==> src/rtl/loader_pkg.sv <==
// Shared types and sizes for the imem boot loader.
// Pure declarations; no logic, no latency.
// No flow control here; the users of these types handle handshakes.
package loader_pkg;

  // Load sequence: two length bytes, the payload, the checksum byte, then an end state
  typedef enum logic [2:0] {
    HDR0 = 3'd0,
    HDR1 = 3'd1,
    DATA = 3'd2,
    CSUM = 3'd3,
    DONE = 3'd4,
    ERR  = 3'd5
  } state_t;

  localparam int HDR_W      = 16;
  localparam int WORD_BYTES = 4;
  localparam int CSUM_W     = 8;

endpackage

==> src/rtl/byte_packer.sv <==
// Packs accepted bytes little-endian into 32-bit words (first byte -> bits 7:0).
// word and word_vld are registered and appear one cycle after the 4th byte is accepted.
// Never stalls; it takes a byte whenever in_acc is high. word_last flags the 4th byte in that same cycle.
module byte_packer
  import loader_pkg::*;
(
  input  logic              clk,
  input  logic              rst_n,
  input  logic [CSUM_W-1:0] in_byte,
  input  logic              in_acc,
  input  logic              clear,
  output logic              word_last,
  output logic [31:0]       word,
  output logic              word_vld
);

  logic [1:0]  cnt;
  logic [23:0] shift;

  // The byte being accepted completes a word
  assign word_last = in_acc && (cnt == 2'(WORD_BYTES - 1));

  // Shift in bytes from the top so the oldest byte ends up in the low lane
  always_ff @(posedge clk or negedge rst_n) begin
    if (!rst_n) begin
      cnt      <= '0;
      shift    <= '0;
      word     <= '0;
      word_vld <= 1'b0;
    end else begin
      word_vld <= 1'b0;
      if (clear) begin
        cnt   <= '0;
        shift <= '0;
      end else if (in_acc) begin
        cnt   <= cnt + 2'd1;
        shift <= {in_byte, shift[23:8]};
        if (word_last) begin
          word     <= {in_byte, shift};
          word_vld <= 1'b1;
        end
      end
    end
  end

endmodule

==> src/rtl/imem_boot_loader.sv <==
// Loads a length-prefixed, XOR-checksummed byte stream into imem and releases core reset on success.
// An imem write happens 1 cycle after the 4th byte of a word is accepted; done/err/core_rst_n change 1 cycle after the deciding byte.
// s_ready is low in DONE/ERR and while restart is high. Otherwise every valid byte is taken at once.
module imem_boot_loader
  import loader_pkg::*;
#(
  parameter int ADDR_W = 8
) (
  input  logic              clk,
  input  logic              rst_n,
  input  logic              s_valid,
  input  logic [7:0]        s_data,
  output logic              s_ready,
  input  logic              restart,
  output logic              imem_we,
  output logic [ADDR_W-1:0] imem_addr,
  output logic [31:0]       imem_wdata,
  output logic              core_rst_n,
  output logic              load_done,
  output logic              load_err
);

  localparam int unsigned CAP = 2 ** ADDR_W;

  state_t            state;
  logic [7:0]        n_lo;
  logic [HDR_W-1:0]  n_words;
  logic [HDR_W-1:0]  word_cnt;
  logic [CSUM_W-1:0] acc;
  logic [HDR_W-1:0]  n_full;
  logic              accept;
  logic              pk_acc;
  logic              pk_last;

  assign s_ready = (state != DONE) && (state != ERR) && !restart;
  assign accept  = s_valid && s_ready;
  assign pk_acc  = accept && (state == DATA);
  assign n_full  = {s_data, n_lo};

  // A pending write pulse still leaves the packer after a restart. Only the partial word is dropped.
  byte_packer u_packer (
    .clk       (clk),
    .rst_n     (rst_n),
    .in_byte   (s_data),
    .in_acc    (pk_acc),
    .clear     (restart),
    .word_last (pk_last),
    .word      (imem_wdata),
    .word_vld  (imem_we)
  );

  // Load sequencer: header capture, word counting, checksum and core-reset release
  always_ff @(posedge clk or negedge rst_n) begin
    if (!rst_n) begin
      state      <= HDR0;
      n_lo       <= '0;
      n_words    <= '0;
      word_cnt   <= '0;
      acc        <= '0;
      imem_addr  <= '0;
      core_rst_n <= 1'b0;
      load_done  <= 1'b0;
      load_err   <= 1'b0;
    end else if (restart) begin
      state      <= HDR0;
      word_cnt   <= '0;
      acc        <= '0;
      core_rst_n <= 1'b0;
      load_done  <= 1'b0;
      load_err   <= 1'b0;
    end else begin
      case (state)
        HDR0: begin
          if (accept) begin
            n_lo  <= s_data;
            state <= HDR1;
          end
        end
        HDR1: begin
          if (accept) begin
            n_words <= n_full;
            if (32'(n_full) > CAP) begin
              state    <= ERR;
              load_err <= 1'b1;
            end else if (n_full == '0) begin
              state <= CSUM;
            end else begin
              state <= DATA;
            end
          end
        end
        DATA: begin
          if (accept) begin
            acc <= acc ^ s_data;
            if (pk_last) begin
              imem_addr <= word_cnt[ADDR_W-1:0];
              word_cnt  <= word_cnt + HDR_W'(1);
              if ((word_cnt + HDR_W'(1)) == n_words) begin
                state <= CSUM;
              end
            end
          end
        end
        CSUM: begin
          if (accept) begin
            if (s_data == acc) begin
              state      <= DONE;
              load_done  <= 1'b1;
              core_rst_n <= 1'b1;
            end else begin
              state    <= ERR;
              load_err <= 1'b1;
            end
          end
        end
        DONE: state <= DONE;
        ERR:  state <= ERR;
        default: state <= HDR0;
      endcase
    end
  end

endmodule

==> config.mk <==
export PLATFORM = sky130hd
export DESIGN_NAME = imem_boot_loader
export DESIGN_NICKNAME = d
export VERILOG_FILES = /design/src/rtl/loader_pkg.sv /design/src/rtl/byte_packer.sv /design/src/rtl/imem_boot_loader.sv
export SDC_FILE = /design/constraint.sdc
export NUM_CORES = 1
export LEC_CHECK = 0
export ABC_CLOCK_PERIOD_IN_PS = 5960
export CAP_MARGIN = 5
export CORE_MARGIN = 1
export CORE_UTILIZATION = 38
export CTS_CLUSTER_DIAMETER = 40
export DETAILED_ROUTE_END_ITERATION = 8
export SETUP_SLACK_MARGIN = 0.1
export SYNTH_ARGS = -nofsm -noshare
export SYNTH_HDL_FRONTEND = slang
export SYNTH_SLANG_ARGS = --single-unit
==> constraint.sdc <==
create_clock -name clk -period 5.96 [get_ports clk]
set_input_delay 0.894 -clock clk [delete_from_list [all_inputs] [get_ports clk]]
set_output_delay 0.894 -clock clk [all_outputs]
set_load 0.03 [all_outputs]
== Word level (Yosys, flattened, before mapping) ==
Cells that the tools add are included.
Widths: inputs -> output; s select.

* Register bits: 120
* Output and inout bits: 45
* Input bits: 12

* Magnitude comparators: 1
* Multiplexer cells: 35
* Equality and inequality tests: 18
* Bitwise gates (word level): 2
* $add $sub $neg: 2
* Reduce and logical (&&, ||, !) cells: 24

{| class="wikitable"
|+ Operators with widths
! kind !! number
|-
| $mux 16 || 4
|-
| $mux 24 || 2
|-
| $ne 3x3->1 const B || 9
|-
| $mux 3 || 8
|-
| $mux 8 || 3
|-
| $pmux 3 s6 || 1
|-
| $add 16x1->16 const B || 1
|-
| $eq 16x16->1 || 1
|-
| $gt 16x9->1 const B || 1
|-
| $logic_not 16->1 || 1
|-
| $reduce_and 3->1 || 5
|-
| $mux 1 || 14
|-
| $reduce_bool 2->1 || 6
|-
| $eq 8x8->1 || 1
|-
| $xor 8x8->8 || 1
|-
| $eq 3x2->1 const B || 2
|-
| $eq 3x3->1 const B || 2
|-
| $reduce_and 6->1 || 1
|-
| $logic_and 1x1->1 || 5
|-
| $reduce_and 5->1 || 1
|-
| $mux 2 || 2
|-
| $reduce_and 4->1 || 1
|-
| $eq 3x1->1 const B || 1
|-
| $logic_not 3->1 || 1
|-
| other kinds (8) || 8
|}

== Depth between registers and ports, before layout ==
Gate-level depths: netlist (run 1).

* Word-level depth: 10
* Depth in mapped cells: 9
* Mapped depth without buffers: 7

== Cells and area by module ==
From an unflattened synthesis (run 1), not the netlist that was laid out.

* Cells, all modules: 489
* Area, all modules: 5696.7 um^2

{| class="wikitable"
|+ By module, submodules not included
! module !! area each (um^2) !! cells an instance !! instances !! sequential area each (um^2)
|-
| imem_boot_loader || 3283.1 || 333 || 1 || 1526.5
|-
| byte_packer || 2413.6 || 156 || 1 || 1476.4
|}

== Worst setup path after synthesis (run 1) ==
No wires, ideal clock.

* Path type: input to output
* Start: input port restart
* End: output port s_ready
* Stages on the path: 2
* Buffers on the path: 1
* Required time: 5066 ps
* Slack: 3486 ps
* Arrival time: 1580 ps
* Cells stage by stage: clkbuf_1 a21oi_1

* Cells in the longest elaborated chain, start to end: 2

{| class="wikitable"
|+ Ends and longest elaborated chain
! element !! line !! source
|-
| from (decl) || imem_boot_loader.sv:14 || <nowiki>input logic restart,</nowiki>
|-
| $logic_not 1->1 || imem_boot_loader.sv:35 || <nowiki>assign s_ready = (state != DONE) && (state != ERR) && !restart;</nowiki>
|-
| $logic_and 1x1->1 || imem_boot_loader.sv:35 ||
|-
| to (decl) || imem_boot_loader.sv:13 || <nowiki>output logic s_ready,</nowiki>
|}

No other way between the ends.

== Final worst setup path (run 1) ==
* Start: input port restart
* End: register word_cnt[4]

* Cells in the longest elaborated chain, start to end: 7
* Elaborated cells between the ends (all ways): 10

{| class="wikitable"
|+ Ends and longest elaborated chain
! element !! line !! source
|-
| $logic_not 1->1 || imem_boot_loader.sv:35 ||
|-
| $logic_and 1x1->1 || imem_boot_loader.sv:35 ||
|-
| $logic_and 1x1->1 || imem_boot_loader.sv:36 || <nowiki>assign accept = s_valid && s_ready;</nowiki>
|-
| $logic_and 1x1->1 || imem_boot_loader.sv:37 || <nowiki>assign pk_acc = accept && (state == DATA);</nowiki>
|-
| $logic_and 1x1->1 || byte_packer.sv:21 || <nowiki>assign word_last = in_acc && (cnt == 2'(WORD_BYTES - 1));</nowiki>
|-
| $reduce_bool 2->1 (no source line) || - ||
|-
| $reduce_and 3->1 (no source line) || - ||
|-
| to (signal assigned) || imem_boot_loader.sv:97 || <nowiki>word_cnt <= word_cnt + HDR_W'(1);</nowiki>
|-
| to (decl) || imem_boot_loader.sv:28 || <nowiki>logic [HDR_W-1:0] word_cnt;</nowiki>
|}

Parallel ways exist; a longest one is shown, timed or not.
A chain may end at the register's enable or synchronous reset.

==> out/metrics.yaml, run 1 <==
clocking:
  cts_tree: "built"
  holdBufCountCts: 0
  cts_num_sinks: 120
  post_cts_buffers: 0
  cts_resized: 0
  cts-root-buf: "clkbuf_16"
  h-tree-depth: 4
  clock_latency_ns: 0.41
  clkTransAtPathRegs_ns: 0.05
  cts_buffers: 17
  clockBufferDepth: 2
die:
  dieArea_sq_um: 14900
  die_width_um: 122
  initial_utilization: 0.393
  die_height_um: 122
  rows: 43
  core_sq_um: 14000
  io-pin-count: 57
detailed_routing:
  via_per_inst: 5.34
  drt_iter0_markers: 331
  vias: 4231
  first_pass_iters: 4
  drc_errors: 0
  routed_wirelength_um: 12600
  ant_nets: 0
  post_drt_wl_per_cell_um: 15.9
final_layout:
  nets: 614
  fillers: 1303
  num_antenna_cells: 0
  drive_gt1_frac: 0.129
  synthToLayoutAreaGrowth_pct: 23.2
  seq_area_sq_um: 3000
  multiInputGateArea_sq_um: 2330
  layout.cells.non_filler: 792
logic_synthesis:
  syn_nets: 569
  synth_xor_xnor_area_share: 0.0478
  syn_avg_cell_area_sq_um: 9.90
  netlist_instances: 555
  synth-main-ff-cell: "dfrtp_1"
  synth.distinct_cells: 51
  ys_ff_latch: 120
  synth_fa_ha_area_frac: 0.00455
  synth-seq-area-share: 0.546
  synthArstFlopShare: 1.00
  synth-compound-area-share: 0.0786
  synth_top_family_by_area: "simple AND/OR/NAND/NOR gates"
  syn_area_sq_um: 5500
  ys_warn_count: 0
  synth_simple_gate_area_frac: 0.207
  muxShareOfSynthArea: 0.0856
  synth_edf_count: 0
worst_setup_path:
  rrSetupSlack_ns: 3.14
  worstSetupPathType: "in -> reg"
  worstSetupEndpointType: "flip-flop"
  cp.arrival_ns: 3.86
  r2r_start: "word_cnt[0]"
  crit_path_max_fanout: 36
  startpoint: "restart"
  cp-start-kind: "input port"
  r2r-end: "state[0]"
  r2r_cells: 7
  critPathCapture: "word_cnt[4]"
  crit_required_ns: 6.28
global_route:
  track_usage: 0.185
  grt-ovfl-total: 0
  grt_pass1_wl_um: 21100
  grt_max_degree: 72
  antenna_found_initial: 0
  grt_pass1_vias: 4126
job:
  maxCapViolCount: 0
power_and_ir_drop:
  power_density_nw_per_um2: 332
  seqPwrFrac: 0.425
  ir_worst_vdd_uv: 145
  p_int_mw: 1.73
  p_leak_nw: 3.14
  p_switching_uw: 523
  switching_share: 0.232
  combinationalPowerShare: 0.104
  pwr-share-clk: 0.471
min_path:
  min_path_type: "reg -> reg"
  hold_start: "u_packer.word[11]"
timing:
  final.setup.tns_ns: 0
  max_freq_ghz: 0.282
  slew_violations: 0
  finalHoldViolations: 0
  rsz0062_at_grt: "no"
  layout_min_cycle_time_ns: 3.55
  setup_violations: 0
  final.setup_skew_ns: 0.00702
  slew_headroom: 0.272
  tightestPinTransition_ns: 1.09
  period_share: 0.595
status:
  status: "finished, final reports clean"
placement:
  gp_congestion: 0.783
  port_buffers: 56
  place_hpwl_um: 8390
  dp.cells: 761
[logic make-up (layout without fill, tap and decap cells)]
group,after synthesis,in the layout
multiplexers,42,42
flip-flops,120,120
buffers and inverters,38,95
AO/OA/AOI/OAI,72,72
XOR/XNOR,30,30
AND/OR/NAND/NOR,251,251
adder cells (fa/ha/maj),2,2
[state kept, by name, summed over array words and instances, names as in the netlist]
register,flops
load_err,1
n_words,16
word_cnt,16
u_packer.word_vld,1
n_lo,8
u_packer.cnt,2
u_packer.shift,24
load_done,1
acc,8
u_packer.word,32
imem_addr,8
state,3
[Yosys cell counts, types with 2 or more instances]
| master | n | area share |
|---|---|---|
| nand2_1 | 151 | 0.10 |
| dfrtp_1 | 120 | 0.55 |
| o21ai_0 | 41 | 0.037 |
| mux2_2 | 40 | 0.082 |
| nand3_1 | 35 | 0.032 |
| clkbuf_1 | 23 | 0.016 |
| xnor2_1 | 22 | 0.035 |
| nor2_1 | 18 | 0.012 |
| a21oi_1 | 11 | 0.010 |
| nor4_1 | 8 | 0.0091 |
| xor2_1 | 8 | 0.013 |
| nand4_1 | 7 | 0.0080 |
| o31ai_1 | 6 | 0.0082 |
| nor3_1 | 5 | 0.0046 |
| and3_1 | 4 | 0.0046 |
| buf_2 | 4 | 0.0036 |
| nor2b_1 | 4 | 0.0046 |
| buf_4 | 3 | 0.0041 |
| inv_1 | 3 | 0.0020 |
| nand2b_1 | 3 | 0.0034 |
| and2_1 | 2 | 0.0023 |
| and4_1 | 2 | 0.0032 |
| clkbuf_2 | 2 | 0.0018 |
| ha_1 | 2 | 0.0046 |
| mux2i_1 | 2 | 0.0036 |
| nor3b_1 | 2 | 0.0027 |
| nor4b_1 | 2 | 0.0032 |
| o32ai_1 | 2 | 0.0032 |
[cell usage in the layout, fill, tap and decap left out, types with 3 or more instances in the layout]
cell / count
a21oi_1: 11
and3_1: 4
buf_4: 4
bufinv_16: 4
clkbuf_1: 3
clkbuf_16: 17
clkdlybuf4s50_1: 55
clkinv_2: 5
dfrtp_1: 120
inv_1: 3
mux2_2: 40
nand2_1: 151
nand2b_1: 3
nand3_1: 35
nand4_1: 7
nor2_1: 18
nor2b_1: 4
nor3_1: 5
nor4_1: 8
o21ai_0: 41
o31ai_1: 6
xnor2_1: 22
xor2_1: 8
[worst min-delay path by stage]
| stage | endpoint | cells after the start |
|---|---|---|
| finish | u_packer.word[11] | 2 |
| CTS | u_packer.word[11] | 2 |
| floorplan | u_packer.word[0] | 2 |
| global route | u_packer.word[12] | 2 |
| global placement | u_packer.word[6] | 2 |
| detailed placement | u_packer.word[0] | 2 |
[area by class of cell]
class / instances / area share
Inverter: 5 / 0.00296
Multi-Input combinational cell: 397 / 0.344
Clock inverter: 9 / 0.0218
Tap cell: 180 / 0.0333
Sequential cell: 120 / 0.444
Timing Repair Buffer: 59 / 0.0858
Clock buffer: 22 / 0.0686
[power groups by stage]
stage / clock (mW) / sequential [mW] / combinational (mW)
5_1_grt: 1.12 / 0.968 / 0.260
3_5_place_dp: 0 / 0.970 / 0.235
2_1_floorplan: 0 / 0.944 / 0.179
6_report: 1.06 / 0.957 / 0.233
4_1_cts: 1.08 / 0.957 / 0.236
3_3_place_gp: 0 / 0.967 / 0.226
[per-layer routing]
layer | wire, um | GRT usage | share of wire | up-vias
li1 | - | - | - | 1995
met1 | 5830 | 0.251 | 0.46 | 2104
met4 | 352 | 0.0899 | 0.028 | 0
met5 | 0 | 0 | 0 | -
met2 | 5860 | 0.280 | 0.47 | 104
met3 | 519 | 0.0404 | 0.041 | 28
[critical path, cell delays in order]
cell and delay [ns]:
clkdlybuf4s50_1 0.70, or3b_4 0.24, nor3_4 0.04, buf_4 0.24
nand2_2 0.11, clkinv_2 0.40, nor2_1 0.86, o21ai_0 0.23
o31ai_1 0.11
[per-stage QoR]
stage | setup slack, ns | hold WS (ns) | area [sq um] | util | power [mW]
final | 2.41 | 0.469 | 6770 | 0.484 | 2.25
after global routing | 2.11 | 0.499 | 6770 | 0.484 | 2.35
after CTS | 2.46 | 0.474 | 6770 | 0.484 | 2.27
after detailed placement | 2.02 | 0.466 | 6160 | 0.440 | 1.21
after global placement | 2.15 | 0.463 | 6160 | 0.440 | 1.19
after floorplan | 3.49 | 0.440 | 5500 | - | 1.12
No activity file was read; power rests on OpenSTA's default activity.
==> run 2: changes to the inputs <==
--- a/config.mk
+++ b/config.mk
@@ -5,7 +5,7 @@
 export SDC_FILE = /design/constraint.sdc
 export NUM_CORES = 1
 export LEC_CHECK = 0
-export ABC_CLOCK_PERIOD_IN_PS = 5960
+export ABC_CLOCK_PERIOD_IN_PS = 3700
 export CAP_MARGIN = 5
 export CORE_MARGIN = 1
 export CORE_UTILIZATION = 38
==> constraint.sdc (replaced) <==
create_clock -name clk -period 3.7 [get_ports clk]
set_input_delay 0.555 -clock clk [delete_from_list [all_inputs] [get_ports clk]]
set_output_delay 0.555 -clock clk [all_outputs]
set_load 0.03 [all_outputs]
==> out/metrics.yaml, run 2 (same netlist as run 1, synthesis figures left out) <==
status:
  status: "finished, final reports clean"
die:
  core_sq_um: 14000
  io-pin-count: 57
  die_width_um: 122
  die_height_um: 122
  dieArea_sq_um: 14900
  initial_utilization: 0.393
  rows: 43
final_layout:
  seq_area_sq_um: 3000
  num_antenna_cells: 0
  largest_reg_flops: 32
  fillers: 1289
  regMostFlops: "u_packer.word"
  top_regs: "u_packer.word (32), u_packer.shift (24)"
  multiInputGateArea_sq_um: 2330
  layout_commonest_cell: "nand2_1"
  final_cell_mix: "151 x nand2_1, 120 x dfrtp_1, 55 x clkdlybuf4s50_1"
  drive_gt1_frac: 0.146
  nets: 624
  synthToLayoutAreaGrowth_pct: 24.9
power_and_ir_drop:
  seqPwrFrac: 0.423
  power_density_nw_per_um2: 530
  ir_worst_vdd_uv: 292
  p_leak_nw: 3.18
  combinationalPowerShare: 0.107
  p_switching_uw: 887
  p_int_mw: 2.75
  pwr-share-clk: 0.470
  switching_share: 0.244
timing:
  slew_violations: 0
  final.setup.tns_ns: 0
  tightestPinTransition_ns: 0.881
  setup_violations: 0
  period_share: 0.775
  layout_min_cycle_time_ns: 2.87
  max_freq_ghz: 0.349
  whs_ns: 0.263
  rsz0062_at_grt: "no"
  finalHoldViolations: 0
  slew_headroom: 0.413
  final.setup_skew_ns: 0.0102
worst_setup_path:
  r2r-end: "state[0]"
  cp-start-kind: "flip-flop"
  cp.arrival_ns: 3.17
  worstSetupPathType: "reg -> reg"
  crit_required_ns: 4.00
  crit_path_max_fanout: 10
  crit_slowest_cell: "or4b_1"
  r2r_cells: 7
  path_cells: "ha_1 -> and4_1 -> nand4_1 -> or4b_1 -> o211ai_1 -> a21oi_1 -> o41ai_2"
  max_stage_delay_ns: 0.53
  r2r_start: "word_cnt[1]"
  rrSetupSlack_ns: 0.83
  worstSetupEndpointType: "flip-flop"
clocking:
  h-tree-depth: 4
  cts_num_sinks: 120
  clockBufferDepth: 2
  holdBufCountCts: 0
  cts_buffers: 17
  cts_resized: 0
  post_cts_buffers: 0
  cts-root-buf: "clkbuf_16"
  cts_tree: "built"
  clkTransAtPathRegs_ns: 0.05
  clock_latency_ns: 0.42
min_path:
  min_path_type: "in -> async"
detailed_routing:
  post_drt_wl_per_cell_um: 16.1
  drt_iter0_markers: 291
  vias: 4216
  ant_nets: 0
  drc_errors: 0
  via_per_inst: 5.25
  first_pass_iters: 8
  routed_wirelength_um: 12900
global_route:
  antenna_found_initial: 0
  grt_pass1_wl_um: 21300
  grt_max_degree: 68
  grt_pass1_vias: 4237
  track_usage: 0.186
  grt-ovfl-total: 0
job:
  maxCapViolCount: 0
placement:
  port_buffers: 56
  gp_congestion: 0.821
  place_hpwl_um: 8570
==> run 2: cell count changes in the layout (fill, tap and decap cells not counted) <==
cell and change:
bufinv_16 -1, buf_4 +9, clkbuf_1 -1, buf_12 +1, inv_6 +1, clkbuf_8 +1
clkinv_2 -3, clkinv_4 +1, clkinvlp_4 +3
==> run 2: power by group through the flow <==
stage                     combinational [mW]  sequential (mW)  clock (mW)
after CTS                              0.396             1.54        1.74
after global routing                   0.428             1.56        1.80
after global placement                 0.377             1.55           0
after floorplan                        0.289             1.52           0
final                                  0.391             1.54        1.71
after detailed placement               0.392             1.56           0
==> run 2: cell type report <==
class / count / share of cell area
Sequential cell: 120 / 0.438
Clock buffer: 22 / 0.0691
Multi-Input combinational cell: 397 / 0.339
Timing Repair Buffer: 69 / 0.0974
Inverter: 5 / 0.00292
Clock inverter: 10 / 0.0208
Tap cell: 180 / 0.0328
==> run 2: worst max path at each step <==
stage | slack, ns | start | end
detailed placement | 0.58 | restart | word_cnt[12]
CTS | 0.83 | word_cnt[1] | state[0]
finish | 0.83 | word_cnt[1] | state[0]
floorplan | 1.47 | word_cnt[1] | state[0]
global placement | 0.71 | restart | word_cnt[12]
global route | 0.66 | word_cnt[1] | state[0]
==> run 2: critical path, delay by kind of cell (launching register included) <==
family          cells  cell delay, ns
fa+ha+maj           1            0.47
simple gates        3            1.18
compound gates      3            0.62
flops               1            0.50
==> run 2: stage by stage <==
| stage | total power [mW] | instance area [sq um] | utilization | worst slack, ns | cells |
|---|---|---|---|---|---|
| global route | 3.78 | 6860 | 0.491 | 0.664 | 803 |
| CTS | 3.67 | 6860 | 0.491 | 0.829 | 803 |
| finish | 3.64 | 6860 | 0.491 | 0.832 | 803 |
| global placement | 1.93 | 6250 | 0.447 | 0.708 | 771 |
| detailed placement | 1.95 | 6250 | 0.447 | 0.584 | 771 |
| floorplan | 1.81 | 5500 | - | 1.47 | 555 |
==> run 2: routing by layer <==
layer / global-route usage / wire length [um] / vias up / part of all wire
met5: 0 / 0 / - / 0
met4: 0.0846 / 231 / 0 / 0.018
met3: 0.0446 / 450 / 15 / 0.035
met2: 0.282 / 6210 / 81 / 0.48
met1: 0.253 / 6060 / 2106 / 0.47
li1: - / - / 2014 / -
==> run 3: changes to the inputs <==
--- a/config.mk
+++ b/config.mk
@@ -5,7 +5,7 @@
 export SDC_FILE = /design/constraint.sdc
 export NUM_CORES = 1
 export LEC_CHECK = 0
-export ABC_CLOCK_PERIOD_IN_PS = 3700
+export ABC_CLOCK_PERIOD_IN_PS = 2900
 export CAP_MARGIN = 5
 export CORE_MARGIN = 1
 export CORE_UTILIZATION = 38
==> constraint.sdc (replaced) <==
create_clock -name clk -period 2.9 [get_ports clk]
set_input_delay 0.435 -clock clk [delete_from_list [all_inputs] [get_ports clk]]
set_output_delay 0.435 -clock clk [all_outputs]
set_load 0.03 [all_outputs]
==> out/metrics.yaml, run 3 (same netlist as run 1, synthesis figures left out) <==
status:
  status: "finished, final reports clean"
clocking:
  post_cts_buffers: 0
  clkTransAtPathRegs_ns: 0.06
  cts-root-buf: "clkbuf_16"
  clock_latency_ns: 0.42
  clockBufferDepth: 2
  h-tree-depth: 4
  cts_tree: "built"
  cts_buffers: 17
  cts_num_sinks: 120
final_layout:
  num_antenna_cells: 0
  final_cell_mix: "151 x nand2_1, 119 x dfrtp_1, 55 x clkdlybuf4s50_1"
  drive_gt1_frac: 0.152
  nets: 625
  synthToLayoutAreaGrowth_pct: 25.5
  regMostFlops: "u_packer.word"
  top_regs: "u_packer.word (32), u_packer.shift (24)"
  fillers: 1273
  largest_reg_flops: 32
  layout_commonest_cell: "nand2_1"
placement:
  place_hpwl_um: 8650
  gp_congestion: 0.854
  port_buffers: 56
detailed_routing:
  routed_wirelength_um: 12800
  drt_iter0_markers: 281
  ant_nets: 0
  first_pass_iters: 5
  post_drt_wl_per_cell_um: 15.9
  drc_errors: 0
  wl_met1_um: 6050
  highest_layer: "met4"
  wl_met3_um: 495
  wl_met2_um: 6000
  via_per_inst: 5.29
  vias: 4257
worst_setup_path:
  r2r_start: "word_cnt[1]"
  worstSetupEndpointType: "flip-flop"
  worstSetupPathType: "reg -> reg"
  crit_path_max_fanout: 10
  cp.arrival_ns: 2.95
  cp-start-kind: "flip-flop"
  crit_required_ns: 3.22
  startpoint: "word_cnt[1]"
global_route:
  track_usage: 0.189
  grt-ovfl-total: 0
  grt_pass1_vias: 4187
  grt_pass1_wl_um: 21400
  grt_max_degree: 60
  antenna_found_initial: 0
timing:
  layout_min_cycle_time_ns: 2.63
  final.setup_skew_ns: 0.0154
  finalHoldViolations: 0
  slew_headroom: 0.534
  rsz0062_at_grt: "no"
  final.setup.tns_ns: 0
  slew_violations: 0
  tightestPinTransition_ns: 0.695
  setup_violations: 0
  whs_ns: 0.467
  period_share: 0.907
  max_freq_ghz: 0.380
power_and_ir_drop:
  ir_worst_vdd_uv: 413
  power_density_nw_per_um2: 683
  p_leak_nw: 3.20
die:
  io-pin-count: 57
  dieArea_sq_um: 14900
  rows: 43
  die_height_um: 122
  die_width_um: 122
  core_sq_um: 14000
  initial_utilization: 0.393
job:
  maxCapViolCount: 0
min_path:
  hold_start: "u_packer.shift[5]"
  min_path_type: "reg -> reg"
[run 3: repair_timing]
item	CTS	global route
endpoints found under the hold margin	31	0
resized for setup	0	2
setup endpoints to repair	0	1
hold buffers	1	0
[run 3: stage by stage]
stage          setup slack [ns]  instance area [sq um]  std cells  power (mW)  utilization
4_1_cts                   0.133                   6890        804        4.76        0.493
2_1_floorplan             0.667                   5500        555        2.31            -
6_report                  0.270                   6900        804        4.71        0.493
3_5_place_dp              0.198                   6250        771        2.49        0.447
3_3_place_gp              0.270                   6250        771        2.47        0.447
5_1_grt                   0.104                   6900        804        4.90        0.493
[run 3: area by class of cell]
| cell class | instances | area (sq um) | share of cell area |
|---|---|---|---|
| Inverter | 5 | 20.0 | 0.00290 |
| Timing Repair Buffer | 70 | 678 | 0.0983 |
| Clock inverter | 14 | 198 | 0.0287 |
| Multi-Input combinational cell | 397 | 2330 | 0.338 |
| Clock buffer | 18 | 439 | 0.0637 |
| Sequential cell | 120 | 3000 | 0.436 |
| Tap cell | 180 | 225 | 0.0327 |
[run 3: critical path, stage by stage, from the launching register on]
cell	delay (ns)
dfrtp_1	0.49
ha_2	0.37
and4_1	0.32
nand4_1	0.26
or4b_1	0.55
o211ai_1	0.10
a21oi_1	0.10
o41ai_2	0.33
[run 3: final timing paths]
| kind | slack [ns] | end | cells after the start |
|---|---|---|---|
| max in group asynchronous | 1.60 | word_cnt[0] | 3 |
| min | 0.47 | u_packer.word[5] | 2 |
| min in group asynchronous | 0.51 | u_packer.word[26] | 2 |
| max reg2reg | 0.27 | state[0] | 7 |
| max | 0.27 | state[0] | 7 |
| min reg2reg | 0.47 | u_packer.word[5] | 2 |
[run 3: power breakdown]
part / total [mW] / leakage, nW / switching [mW] / internal, mW
Clock: 2.25 / 0.306 / 0.781 / 1.46
Combinational: 0.493 / 1.26 / 0.226 / 0.267
Sequential: 1.97 / 1.62 / 0.147 / 1.82
[run 3: metal layers]
layer / vias to the layer above / GRT usage
li1: 2019 / -
met3: 19 / 0.0451
met1: 2121 / 0.261
met5: - / 0
met2: 98 / 0.282
met4: 0 / 0.0808
